**config.mk**
```make
export PLATFORM = sky130hd
export DESIGN_NAME = mem_port_requester
export DESIGN_NICKNAME = d
export VERILOG_FILES = /design/src/rtl/mem_port_requester.sv
export SDC_FILE = /design/constraint.sdc
export NUM_CORES = 1
export LEC_CHECK = 0
export ABC_AREA = 1
export BUFFER_PORTS_ARGS = -buffer_cell sky130_fd_sc_hd__buf_2
export CAP_MARGIN = 20
export CORE_MARGIN = 1.5
export CORE_UTILIZATION = 50
export CTS_CLUSTER_SIZE = 24
export DETAILED_ROUTE_END_ITERATION = 16
export PLACE_DENSITY_LB_ADDON = 0.15
export RECOVER_POWER = 50
export SLEW_MARGIN = 10
export SYNTH_ARGS = -nofsm -noshare
export SYNTH_HDL_FRONTEND = slang
export SYNTH_SLANG_ARGS = --single-unit
```
**constraint.sdc**
```tcl
create_clock -name clk -period 4.9 [get_ports clk]
set_clock_uncertainty 0.05 [all_clocks]
set_input_delay 1.47 -clock clk [delete_from_list [all_inputs] [get_ports clk]]
set_output_delay 1.47 -clock clk [all_outputs]
set_load 0.02 [all_outputs]
```
**src/rtl/mem_port_requester.sv**
```systemverilog
// rtl/mem_port_requester.sv - single-port RAM initiator with credit-limited in-order read responses
//
// Ports:
//   clk, rst                 clock and synchronous active-high reset
//   req_valid/req_ready      client request stream; req_we selects write (1) or read (0),
//   req_we/req_addr/req_wdata  req_addr/req_wdata carry the address and write data
//   rsp_valid/rsp_ready      read response stream, data on rsp_rdata, strictly in request order
//   mem_wren/mem_rden        registered RAM port controls (never both high)
//   mem_addr/mem_wdata       registered RAM address and write data
//   mem_rdata                RAM read data, valid the cycle after mem_rden
//   idle                     no read in the RAM pipeline and the response FIFO is empty
module mem_port_requester #(
    parameter int ABITS     = 12,
    parameter int WIDTH     = 72,
    parameter int RSP_DEPTH = 4
) (
    input  logic             clk,
    input  logic             rst,
    input  logic             req_valid,
    output logic             req_ready,
    input  logic             req_we,
    input  logic [ABITS-1:0] req_addr,
    input  logic [WIDTH-1:0] req_wdata,
    output logic             rsp_valid,
    input  logic             rsp_ready,
    output logic [WIDTH-1:0] rsp_rdata,
    output logic             mem_wren,
    output logic             mem_rden,
    output logic [ABITS-1:0] mem_addr,
    output logic [WIDTH-1:0] mem_wdata,
    input  logic [WIDTH-1:0] mem_rdata,
    output logic             idle
);

    localparam int PW = (RSP_DEPTH > 1) ? $clog2(RSP_DEPTH) : 1;
    // Counter must hold occupancy plus up to two reads still in the RAM pipeline.
    localparam int CW = $clog2(RSP_DEPTH + 3);

    logic             rden_d;
    logic [WIDTH-1:0] fifo_mem [RSP_DEPTH];
    logic [PW-1:0]    wr_ptr;
    logic [PW-1:0]    rd_ptr;
    logic [PW-1:0]    rd_ptr_nxt;
    logic [CW-1:0]    occ;
    logic [CW-1:0]    occ_nxt;
    logic [CW-1:0]    used;
    logic             accept;
    logic             push;
    logic             pop;
    logic             credit_ok;

    // Pointers wrap at RSP_DEPTH so non power-of-two depths work.
    function automatic logic [PW-1:0] ptr_inc(input logic [PW-1:0] p);
        if (p == PW'(RSP_DEPTH - 1)) begin
            return '0;
        end
        return p + PW'(1);
    endfunction

    assign pop        = rsp_valid & rsp_ready;
    assign push       = rden_d;
    assign rd_ptr_nxt = ptr_inc(rd_ptr);
    assign occ_nxt    = occ + CW'(push) - CW'(pop);

    // Every issued read already owns a FIFO slot; the entry leaving this cycle is
    // counted as free so one read per cycle can be sustained with 3+ entries.
    assign used      = occ + CW'(mem_rden) + CW'(rden_d) - CW'(pop);
    assign credit_ok = used < CW'(RSP_DEPTH);

    // Writes produce no response, so they bypass the credit check.
    assign req_ready = ~rst & (req_we | credit_ok);
    assign accept    = req_valid & req_ready;

    assign idle = ~mem_rden & ~rden_d & (occ == '0);

    // Issue stage and RAM-latency tracking.
    always_ff @(posedge clk) begin
        if (rst) begin
            mem_wren  <= 1'b0;
            mem_rden  <= 1'b0;
            mem_addr  <= '0;
            mem_wdata <= '0;
            rden_d    <= 1'b0;
        end else begin
            mem_wren <= accept & req_we;
            mem_rden <= accept & ~req_we;
            rden_d   <= mem_rden;
            if (accept) begin
                mem_addr  <= req_addr;
                mem_wdata <= req_wdata;
            end
        end
    end

    // FIFO storage holds no control state, so it needs no reset.
    always_ff @(posedge clk) begin
        if (push) begin
            fifo_mem[wr_ptr] <= mem_rdata;
        end
    end

    // FIFO control with a registered head: rsp_rdata is reloaded from the next
    // entry on pop, or straight from mem_rdata when that entry is arriving now.
    always_ff @(posedge clk) begin
        if (rst) begin
            wr_ptr    <= '0;
            rd_ptr    <= '0;
            occ       <= '0;
            rsp_valid <= 1'b0;
            rsp_rdata <= '0;
        end else begin
            if (push) begin
                wr_ptr <= ptr_inc(wr_ptr);
            end
            if (pop) begin
                rd_ptr <= rd_ptr_nxt;
            end
            occ       <= occ_nxt;
            rsp_valid <= (occ_nxt != '0);
            if (pop && (occ != CW'(1))) begin
                rsp_rdata <= fifo_mem[rd_ptr_nxt];
            end else if (push && ((occ == '0) || pop)) begin
                rsp_rdata <= mem_rdata;
            end
        end
    end

    always_ff @(posedge clk) begin
        if (!rst) begin
            assert (!(push && (occ == CW'(RSP_DEPTH))));
        end
    end

endmodule

```
==> reports/qor.txt, run 1 <==
worst min-delay path class = reg2reg
Crit Path Class = in2out
CTS Root Cell = clkbuf_16
Core Util, Final = 59.9%
num rows = 69
crit-path leading delay family = adder cells
fin cells = 2573
Sum Neg Setup Slack = 0 ps
Total GRT Usage = 25.0%
Psw = 3.57 mW
Worst Setup Start Kind = primary input
die width = 193 µm
1st-iter DRT viols = 913
Leak = 8.66 nW
number of buffers created by CTS = 47
worst vdd ir = 0.375 mV
Nets = 2242
async set or reset register ratio after synthesis = 0%
Area Growth Syn to Fin = 17.8%
#FFs+latches synth = 455
status = finished, violations left
CP Cell Sequence = buf_2, nand2_1, inv_2, ha_1, inv_1, ha_1, nand2_1, nand2_1, nand2_1, nand3_1, a31oi_1, buf_2
synthesis warning total = 0
DR vias/cell = 5.38
Tmin final = 4500 ps
initial antenna violation count = 5
share of layout cells above drive strength 1 = 17.0%
register area share after synthesis = 66.3%
Crit path largest cell delay = 270 ps
commonest non-fill, non-tap cell in the layout = nand2_1
Arr. time, crit path = 2980 ps
H-tree depth = 2
CTS Hold Buffers Added = 0
Reg clk slew, reported paths = 60 ps
distinct cell type count after synthesis = 24
pwr/cell area = 501 nW/µm²
Internal = 7.11 mW
Worst-Skew Late Latency = 580 ps
Syn Inst Count = 1807
DR WL/cell = 18.5 µm
Die Span Y = 193 µm
first-pass GRT wire length = 74000 µm
Placed Cells = 2482
Syn Std Cell Area = 18100 µm²
Hold Fails Final Rpt = 0
CP Capture Type = primary output
detailed-route via count = 13844
Crit path top cell by count = nand2_1
Buf/Inv on CP = 4
Critical Path Slowest Stage Cell = ha_1
DRC = 0
# setup viols final = 0
Die ar. = 37300 µm²
RSZ-0062 raised after global routing = no
Routed Antenna Nets = 0
Placer Congestion = 0.779
fmax = 0.222 GHz
syn nets = 1979
most frequently used flop master after synthesis = edfxtp_1
Post-DP HPWL = 26200 µm
Hold WS = 410 ps
Post-CTS Setup Bufs = 0
total iterations of the first detailed-routing run = 5
Top Ports = 322
Sw Share = 33.4%
EDFF count, synth = 288
CTS sink cnt = 455
CP required = 3380 ps
max_slew headroom = -66.8%
GRT Residual Overflow = 0
Initial Utilization = 50.9%
failing checks = max-capacitance violations, max-slew violations
Core ar. = 35600 µm²
DRT Wirelength = 47700 µm
Clock power frac = 32.2%
Slew @ Worst Pin = 2490 ps
CTS tree = built
vias in the first global route = 13176
CTS resizes = 0
max-slew violations = 263
crit share post-route = 91.9%
# port buffers = 321
clock tree buffer depth = 3
Comb power frac = 25.2%
syn avg cell area = 10.0 µm²
Seq pwr share = 42.7%
critical path fanouts, max = 7
pin count of the biggest net entering global routing = 91
commonest non-fill, non-tap cells in the layout = nand2_1 (472), edfxtp_1 (288), buf_2 (249)
Max Cap Violations = 5
## flip-flops by register name, indices dropped and copies added, names as in the netlist
name,flops
wr_ptr,2
mem_wdata,72
mem_addr,12
rsp_valid,1
occ,3
fifo_mem,288
mem_wren,1
rd_ptr,2
rsp_rdata,72
push,1
mem_rden,1
## routing by layer
metal  up-vias  track usage, %  part of all wire [%]  wire [µm]
met4         4            7.52                   2.2       1060
met5         -               0                 0.059         28
met3        71            4.76                   6.8       3240
met2       490            42.6                    49      23400
li1       6698               -                     -          -
met1      6581            32.4                    42      19900
## cell type report
cell class                 count  area (µm²)
antenna                        3        7.51
clock buffer                  65        1270
clock inverter                23         200
fill                        3110       14300
inverter                     111         427
multi-input combinational   1111        5090
sequential                   455       12000
tap                          461         577
timing repair buffer         344        1740
## per-stage QoR
| step | cell area, µm² | setup WS [ps] | total power, mW |
|---|---|---|---|
| floorplan | 18100 | 539 | 6.42 |
| global placement | 19900 | 423 | 7.29 |
| detailed placement | 19900 | 393 | 7.34 |
| CTS | 21400 | 389 | 10.8 |
| global route | 21300 | 219 | 11.2 |
| finish | 21300 | 398 | 10.7 |
## power groups by stage
stage / Clock (mW) / Sequential (mW) / Combinational [mW]
4_1_cts: 3.49 / 4.56 / 2.72
6_report: 3.43 / 4.56 / 2.69
2_1_floorplan: 0 / 4.97 / 1.45
3_5_place_dp: 0 / 4.63 / 2.71
3_3_place_gp: 0 / 4.62 / 2.67
5_1_grt: 3.65 / 4.59 / 2.96
## worst register-to-register path: stages (launching register included)
cell and delay [ps]:
dfxtp_1 410, inv_1 100, ha_1 200, nand2_1 70
clkinvlp_2 1830, buf_4 1030
## cell usage after synthesis, types with 2 or more instances
master | count | area (µm²)
clkbuf_1 | 66 | 248
nand2_1 | 473 | 1780
nand4_1 | 85 | 532
nand3_2 | 2 | 20.0
inv_2 | 6 | 22.5
o21ai_0 | 131 | 656
dfxtp_1 | 167 | 3340
buf_4 | 11 | 82.6
o21ai_1 | 16 | 80.1
buf_6 | 2 | 22.5
buf_2 | 48 | 240
nand3_1 | 218 | 1090
a21oi_1 | 76 | 380
edfxtp_1 | 288 | 8650
buf_1 | 3 | 11.3
ha_1 | 10 | 125
inv_1 | 105 | 394
nand2_2 | 3 | 18.8
nor2_1 | 91 | 342
nor3_1 | 2 | 10.0
## kinds of logic (layout without fill, tap and decap cells)
logic type,Yosys count,count (layout),share of synthesized area [%]
fa+ha+maj,11,11,0.802
flops,455,455,66.3
other cells,0,3,0
compound gates,224,224,6.20
buf+inv,241,543,5.64
simple gates,875,875,21.0
xor+xnor,1,1,0.0484
## worst paths after layout
kind	slack (ps)	to	startpoint	cells after the start
hold / removal	410	push	mem_rden	2
hold reg to reg	410	push	mem_rden	2
setup / recovery	400	req_ready	rsp_ready	12
setup reg to reg	880	fifo_mem[2][57]	wr_ptr[0]	5
No activity file was read; power rests on OpenSTA's default activity.
==> run 2: changes to the inputs <==
==> constraint.sdc (replaced) <==
create_clock -name clk -period 4.9 [get_ports clk]
set_clock_uncertainty 0.05 [all_clocks]
set_input_delay 1.47 -clock clk [delete_from_list [all_inputs] [get_ports clk]]
set_output_delay 1.47 -clock clk [all_outputs]
set_load 0.01 [all_outputs]
==> run 2 against run 1 <==
  * The run still ends with max-capacitance violations, max-slew violations left
  * Worst setup slack gained 55 ps
  * Register-to-register slack worse by 30 ps
  * Worst hold slack improved by 3.6 ps
  * Clock power about the same
  * Wire length shrank 1.5%
  * Critical path depth stayed put
  * Critical endpoint unchanged
  * Highest routed layer unchanged
==> reports/qor.txt, run 2 (synthesis gave the netlist of run 1 again) <==
status = finished, violations left
failing checks = max-capacitance violations, max-slew violations
Crit path largest cell delay = 270 ps
worst vdd ir = 0.329 mV
CP Capture Type = primary output
initial antenna violation count = 9
RSZ-0062 raised after global routing = no
Reg clk slew, reported paths = 60 ps
Die Span Y = 193 µm
CTS sink cnt = 455
Initial Utilization = 50.9%
pin count of the biggest net entering global routing = 91
fin worst setup slack = 453 ps
share of layout cells above drive strength 1 = 17.5%
Crit Path Class = in2out
total iterations of the first detailed-routing run = 5
Critical Path Slowest Stage Cell = ha_1
Hold WS = 414 ps
Post-DP HPWL = 26000 µm
Top reg by flops = fifo_mem
CP required = 3380 ps
Leak = 8.69 nW
Setup WS pre-CTS = 456 ps
Hold Path Cell Cnt = 2
commonest non-fill, non-tap cell in the layout = nand2_1
WHS Endpoint = push
clock tree buffer depth = 3
Worst-Skew Late Latency = 560 ps
Core ar. = 35600 µm²
Die ar. = 37300 µm²
max_slew headroom = -74.8%
Hold Fails Final Rpt = 0
DRC = 0
Sum Neg Setup Slack = 0 ps
Top Ports = 322
max-slew violations = 263
Area Growth Syn to Fin = 17.9%
hold_sp = mem_rden
worst r2r src = wr_ptr[0]
Nets = 2243
Max Cap Violations = 5
reg2reg setup slack = 850 ps
critical path fanouts, max = 7
GRT Residual Overflow = 0
Slew @ Worst Pin = 2610 ps
vias in the first global route = 12980
H-tree depth = 2
Routed Antenna Nets = 0
Post-CTS Setup Bufs = 0
# port buffers = 321
Placer Congestion = 0.802
CP Cell Sequence = buf_2, nand2_1, inv_2, ha_1, inv_1, ha_1, nand2_1, nand2_1, nand2_1, nand3_1, a31oi_1, buf_2
CTS Root Cell = clkbuf_16
1st-iter DRT viols = 924
CTS resizes = 0
detailed-route via count = 13773
reg2reg end = fifo_mem[3][70]
CTS Hold Buffers Added = 0
Crit path top cell by count = nand2_1
Total GRT Usage = 24.8%
DRT Wirelength = 47000 µm
Tmin final = 4450 ps
num rows = 69
DR vias/cell = 5.35
Core Util, Final = 60.0%
number of buffers created by CTS = 47
DR WL/cell = 18.2 µm
max reg flops = 288
Worst Setup Start Kind = primary input
first-pass GRT wire length = 73800 µm
Arr. time, crit path = 2930 ps
top flop regs = fifo_mem x288, mem_wdata x72, rsp_rdata x72
CTS tree = built
r2r worst-path depth = 4
crit share post-route = 90.8%
fmax = 0.225 GHz
pwr/cell area = 490 nW/µm²
die width = 193 µm
crit-path leading delay family = adder cells
# setup viols final = 0
worst min-delay path class = reg2reg
commonest non-fill, non-tap cells in the layout = nand2_1 (472), edfxtp_1 (288), buf_2 (249)
Buf/Inv on CP = 4
run 2: cell types whose count changed in the layout (fill, tap and decap cells not counted), moves of 2 or more:
cell,change
clkinv_1,-3
diode_2,+4
clkinvlp_4,+2
clkinv_8,-2
clkinv_2,+5
clkbuf_8,+5
clkbuf_1,-9
run 2: stage by stage:
| stage | std cells | total power, mW | cell area (µm²) |
|---|---|---|---|
| 6_report | 2575 | 10.4 | 21300 |
| 3_5_place_dp | 2483 | 7.12 | 19900 |
| 4_1_cts | 2568 | 10.5 | 21400 |
| 3_3_place_gp | 2483 | 7.08 | 19900 |
| 5_1_grt | 2575 | 11.0 | 21300 |
| 2_1_floorplan | 1807 | 6.21 | 18100 |
run 2: worst max path at each step:
stage / slack (ps) / to / cells past startpoint / startpoint
3_3_place_gp: 450 / req_ready / 12 / rsp_ready
4_1_cts: 460 / req_ready / 12 / rsp_ready
6_report: 450 / req_ready / 12 / rsp_ready
3_5_place_dp: 460 / req_ready / 12 / rsp_ready
2_1_floorplan: 700 / req_ready / 10 / rsp_ready
5_1_grt: 230 / req_ready / 12 / rsp_ready
run 2: cell type report:
class / count / area, µm²
inverter: 111 / 427
multi-input combinational: 1111 / 5090
sequential: 455 / 12000
fill: 3129 / 14200
timing repair buffer: 345 / 1740
clock buffer: 61 / 1310
tap: 461 / 577
antenna: 7 / 17.5
clock inverter: 24 / 176
run 2: worst register-to-register path: stages (launching register included):
cell and delay (ps):
dfxtp_1 350, ha_1 230, nand2_1 80, clkinvlp_2 1950, buf_4 1050
run 2: power by group:
| part | internal, mW | switching (mW) |
|---|---|---|
| clock | 1.99 | 1.44 |
| sequential | 4.40 | 0.157 |
| combinational | 0.769 | 1.69 |
run 2: layer usage:
metal / track usage [%] / vias to the layer above / share of wire, %
met5: 0 / - / 0.062
met4: 8.27 / 4 / 2.3
met3: 4.59 / 70 / 6.7
met2: 40.8 / 431 / 48
met1: 33.3 / 6568 / 43
li1: - / 6700 / -
